==> src/rtl/led_pattern_scheduler.sv <==
// led_pattern_scheduler
//   Steps a 4-LED pattern (plus one status LED) once every TICK_DIV clock
//   cycles. Four patterns are available: binary COUNT, one-hot ROTATE,
//   BOUNCE and BLINK. Mode changes arrive via a valid/ready handshake. They
//   are held pending and take effect on the next step boundary. When a
//   change takes effect, the step counter restarts at 0.
//
// Ports
//   clk        : clock, all state changes on the rising edge
//   rst        : synchronous active-high reset
//   pause      : freezes the prescaler, so no ticks occur while high
//   mode_valid : a mode-change request is present
//   mode_req   : requested mode (0 COUNT, 1 ROTATE, 2 BOUNCE, 3 BLINK)
//   mode_ready : high when a request can be accepted (nothing pending)
//   mode_cur   : the active mode
//   tick       : one-cycle pulse on each step boundary
//   led        : led[4] is the status LED, led[3:0] are the pattern LEDs
module led_pattern_scheduler #(
    parameter int TICK_DIV = 12000000
) (
    input  logic       clk,
    input  logic       rst,
    input  logic       pause,
    input  logic       mode_valid,
    input  logic [1:0] mode_req,
    output logic       mode_ready,
    output logic [1:0] mode_cur,
    output logic       tick,
    output logic [4:0] led
);

    localparam logic [23:0] DIV_LAST = 24'(TICK_DIV - 1);

    localparam logic [1:0] MODE_COUNT  = 2'd0;
    localparam logic [1:0] MODE_ROTATE = 2'd1;
    localparam logic [1:0] MODE_BOUNCE = 2'd2;
    localparam logic [1:0] MODE_BLINK  = 2'd3;

    // RUN: nothing pending. PENDING: a request is latched and waits for a tick.
    typedef enum logic {
        RUN     = 1'b0,
        PENDING = 1'b1
    } state_t;

    state_t      state_reg, state_next;
    logic [23:0] div_reg, div_next;
    logic [3:0]  step_reg, step_next, step_adv;
    logic [1:0]  mode_reg, mode_next;
    logic [1:0]  pend_mode_reg, pend_mode_next;
    logic        accept;
    logic [3:0]  bounce_pos;

    // A tick is suppressed while paused or in reset.
    assign tick       = !rst && !pause && (div_reg == DIV_LAST);
    assign mode_ready = (state_reg == RUN);
    assign accept     = mode_valid && mode_ready;
    assign mode_cur   = mode_reg;

    // Next step value under the active mode, with a per-mode wrap point.
    always_comb begin
        step_adv = step_reg + 4'd1;
        case (mode_reg)
            MODE_COUNT:  step_adv = step_reg + 4'd1;
            MODE_ROTATE: step_adv = (step_reg == 4'd3) ? 4'd0 : step_reg + 4'd1;
            MODE_BOUNCE: step_adv = (step_reg == 4'd7) ? 4'd0 : step_reg + 4'd1;
            MODE_BLINK:  step_adv = {3'b000, ~step_reg[0]};
            default:     step_adv = 4'd0;
        endcase
    end

    // Next-state logic for the FSM, prescaler, step, mode and pending slot.
    always_comb begin
        state_next     = state_reg;
        div_next       = div_reg;
        step_next      = step_reg;
        mode_next      = mode_reg;
        pend_mode_next = pend_mode_reg;

        if (!pause) begin
            div_next = (div_reg == DIV_LAST) ? 24'd0 : div_reg + 24'd1;
        end

        case (state_reg)
            RUN: begin
                // If a request arrives on a tick, the tick still advances the
                // old mode. The new mode waits for the following tick.
                if (tick) begin
                    step_next = step_adv;
                end
                if (accept) begin
                    pend_mode_next = mode_req;
                    state_next     = PENDING;
                end
            end
            PENDING: begin
                if (tick) begin
                    mode_next  = pend_mode_reg;
                    step_next  = 4'd0;
                    state_next = RUN;
                end
            end
            default: state_next = RUN;
        endcase
    end

    always_ff @(posedge clk) begin
        if (rst) begin
            state_reg     <= RUN;
            div_reg       <= 24'd0;
            step_reg      <= 4'd0;
            mode_reg      <= MODE_COUNT;
            pend_mode_reg <= MODE_COUNT;
        end else begin
            state_reg     <= state_next;
            div_reg       <= div_next;
            step_reg      <= step_next;
            mode_reg      <= mode_next;
            pend_mode_reg <= pend_mode_next;
        end
    end

    // BOUNCE walks the single lit LED up to led[4] and back down again.
    assign bounce_pos = (step_reg <= 4'd4) ? step_reg : (4'd8 - step_reg);

    // Decode the registered mode and step into LED drive.
    always_comb begin
        led = 5'b00000;
        case (mode_reg)
            MODE_COUNT:  led = {(step_reg < 4'd4), step_reg};
            MODE_ROTATE: led = {(step_reg[1:0] == 2'd3), 4'b0001 << step_reg[1:0]};
            MODE_BOUNCE: led = 5'b00001 << bounce_pos[2:0];
            MODE_BLINK:  led = (step_reg != 4'd0) ? 5'b11111 : 5'b00000;
            default:     led = 5'b00000;
        endcase
    end

endmodule

==> config.mk <==
export PLATFORM = sky130hd
export DESIGN_NAME = led_pattern_scheduler
export DESIGN_NICKNAME = d
export VERILOG_FILES = /design/src/rtl/led_pattern_scheduler.sv
export SDC_FILE = /design/constraint.sdc
export NUM_CORES = 1
export LEC_CHECK = 0
export ABC_CLOCK_PERIOD_IN_PS = 2400
export BUFFER_PORTS_ARGS = -buffer_cell sky130_fd_sc_hd__buf_2
export CORE_MARGIN = 2
export CORE_UTILIZATION = 59
export CTS_CLUSTER_SIZE = 30
export DETAILED_ROUTE_END_ITERATION = 12
export PLACE_DENSITY = 0.8
export SYNTH_ARGS = -nofsm -noshare
export SYNTH_HDL_FRONTEND = slang
export SYNTH_SLANG_ARGS = --single-unit
==> constraint.sdc <==
create_clock -name clk -period 2.4 [get_ports clk]
set_input_delay 0.12 -clock clk [delete_from_list [all_inputs] [get_ports clk]]
set_output_delay 0.12 -clock clk [all_outputs]
set_load 0.01 [all_outputs]
==> impl_metrics.yaml <==
layout:
  final_nets: 264
  n_antenna_cell: 0
  largest_register_ffs: 24
  drive_gt1_share_pct: 15.5
  final_cells: 296
  synthToLayoutAreaGrowth_pct: 12.4
  final_cell_area_um2: 2100
power:
  ir_worst_vdd_uv: 335
  p_int_uw: 784
  p_sw_share_pct: 21.6
  switching_power_uw: 216
  p_seq_share_pct: 56.1
  p_leak_uw: 0.000771
  clkPwrFrac_pct: 39.8
  p_comb_share_pct: 4.1
  p_per_area_nw_per_um2: 475
worst_setup_path:
  path_class: "flop to output port"
  critPathArrivalTime_ps: 2110
  crit_fanout: 7
  cp-end-kind: "output port"
  worst_setup_path_start_kind: "flop"
  critPathRequiredTime_ps: 2280
sta:
  slew_headroom_pct: 59.3
  period_share_pct: 92.9
  hold_violations: 0
  fin_ws_ps: 171
  worst_pin_slew_ps: 594
  drv_slew: 0
  min_period_ps: 2230
  whs_ps: 2.99
  finalSetupViolCount: 0
  fmax_mhz: 449
  skew_ps: 8.08
cts:
  htree_levels: 2
  cts_tree: "done"
  cts.clk_slew.worst_paths_ps: 100
  numCtsBuffers: 5
  cts_root_buffer: "clkbuf_4"
  cts_sinks: 33
  clkLatencyLatePin_ps: 340
  clock_path_buffers: 2
floorplanning:
  start_util_pct: 61.9
  die_w_um: 60.3
  dieArea_um2: 3640
  ios: 15
  row_count: 20
  die_y_um: 60.3
  coreArea_um2: 3030
placed_design:
  dp_slack_ps: 301
  dp_hpwl_mm: 2.74
  port-buffer-count: 14
  gp_congestion: 0.928
  placed_cells: 289
  placed_area_um2: 2010
logic_synthesis:
  async_flop_share_pct: 0
  yosysWarnings: 0
  syn_avg_cell_area_um2: 8.00
  yosysMostFrequentCell: "nor2_1"
  synth_top_cell_area_share_pct: 35.3
  ys_types: 44
  synth.area.top_cells: "dfxtp_1 (35%), nor2_1 (6.8%), xor2_1 (5.1%)"
  netlist_instances: 234
  yosys.area.top_type: "dfxtp_1"
  synth_enable_flop_cells: 0
  ys_ff_latch: 33
  synth_common_cells: "nor2_1 (34), dfxtp_1 (33), nand2_1 (18), nand3_1 (18), a21oi_1 (16)"
  syn_area_um2: 1870
  synth-main-ff-cell: "dfxtp_1"
  ys_seq_area_share_pct: 35.3
  synth_fp_nets: 246
global_route:
  grt_pass1_wl_mm: 6.49
  grt_pass1_vias: 1426
  track_usage_pct: 23.9
  grt_start_max_net_pins: 22
  antenna_found_initial: 0
  grt_overflow: 0
route:
  initialDrtViolationCount: 109
  vias: 1713
  vias_per_cell: 5.79
  firstDrtPassIters: 5
  wl_mm: 3.81
  wl_per_cell_um: 12.9
  drtAntennaViolNets: 0
  drc: 0
flow_run:
  cap_violations: 0
outcome:
  outcome: "completed"
min_path:
  hp-class: "input port to flop"
-- metrics by stage --
| step | setup TNS, ps | util [%] | total power, µW |
|---|---|---|---|
| after floorplan | 0 | - | 601 |
| after global placement | 0 | 66.2 | 616 |
| after detailed placement | 0 | 66.2 | 617 |
| after CTS | 0 | 68.7 | 1010 |
| after global routing | -19.1 | 69.5 | 1040 |
| final | 0 | 69.5 | 999 |
-- logic make-up (layout without fill, tap and decap cells) --
logic type               count (synthesis)  after routing  synth area share [%]
AND/OR/NAND/NOR                        118            118                  34.6
AO/OA/AOI/OAI                           44             44                  14.2
XOR/XNOR                                15             15                  7.01
buffers and inverters                   14             32                  2.81
flip-flops                              33             33                  35.3
adder cells (fa/ha/maj)                  6              6                  4.01
multiplexers                             4              4                  2.14
-- power by group through the flow --
stage	registers, µW	logic, µW	clock network, µW
2_1_floorplan	573	28.1	0
3_3_place_gp	575	40.9	0
3_5_place_dp	576	41.6	0
4_1_cts	563	41.8	403
5_1_grt	562	46.1	430
6_report	560	41.4	397
-- critical path, stage by stage (launching register included) --
cell,delay (ps)
dfxtp_4,400
inv_1,110
ha_4,200
nor3_2,150
nor2_1,100
or3b_2,440
a211oi_1,220
buf_2,160
-- cells in the final DEF (no fill, tap or decap), types with 3 or more instances in the layout --
cell type,count
a21oi_1,16
inv_1,6
nor2_1,34
and3_1,3
buf_2,14
buf_4,5
o21ai_0,13
nand3b_1,3
nand3_1,18
nor3_1,6
dfxtp_1,30
ha_1,5
mux2i_1,4
nand2_1,18
or3_1,3
clkbuf_4,5
xnor2_1,4
nand4_1,8
xor2_1,11
-- path summary, 6_finish.rpt --
| kind | to | slack [ps] | cells after the start | start |
|---|---|---|---|---|
| max | led[4] | 170 | 7 | step_reg[1] |
| min | pend_mode_reg[0] | 3 | 3 | mode_req[0] |
| max reg2reg | step_reg[0] | 360 | 6 | div_reg[0] |
| min reg2reg | div_reg[1] | 510 | 2 | div_reg[1] |
-- layout make-up --
| cell class | instances | area (µm²) |
|---|---|---|
| multi-input combinational | 187 | 1180 |
| fill | 263 | 923 |
| clock inverter | 2 | 35.0 |
| clock buffer | 5 | 37.5 |
| timing repair buffer | 19 | 108 |
| inverter | 6 | 22.5 |
| tap | 44 | 55.1 |
| sequential | 33 | 669 |
-- routing by layer --
layer  vias up  share of wire (%)  GRT usage [%]
li1        879                  -              -
met1       782                 48           34.9
met2        46                 43           33.7
met3         6                7.4           7.68
met4         0                1.1           6.67
met5         -                  0              0
-- what timing repair did --
action / CTS / global route
hold endpoints to repair: 0 / 0
gates resized for setup: 2 / 6
setup buffers: 0 / 0
setup endpoints to repair: 1 / 2
hold buffers: 0 / 0
(Power assumes the default switching activity.)
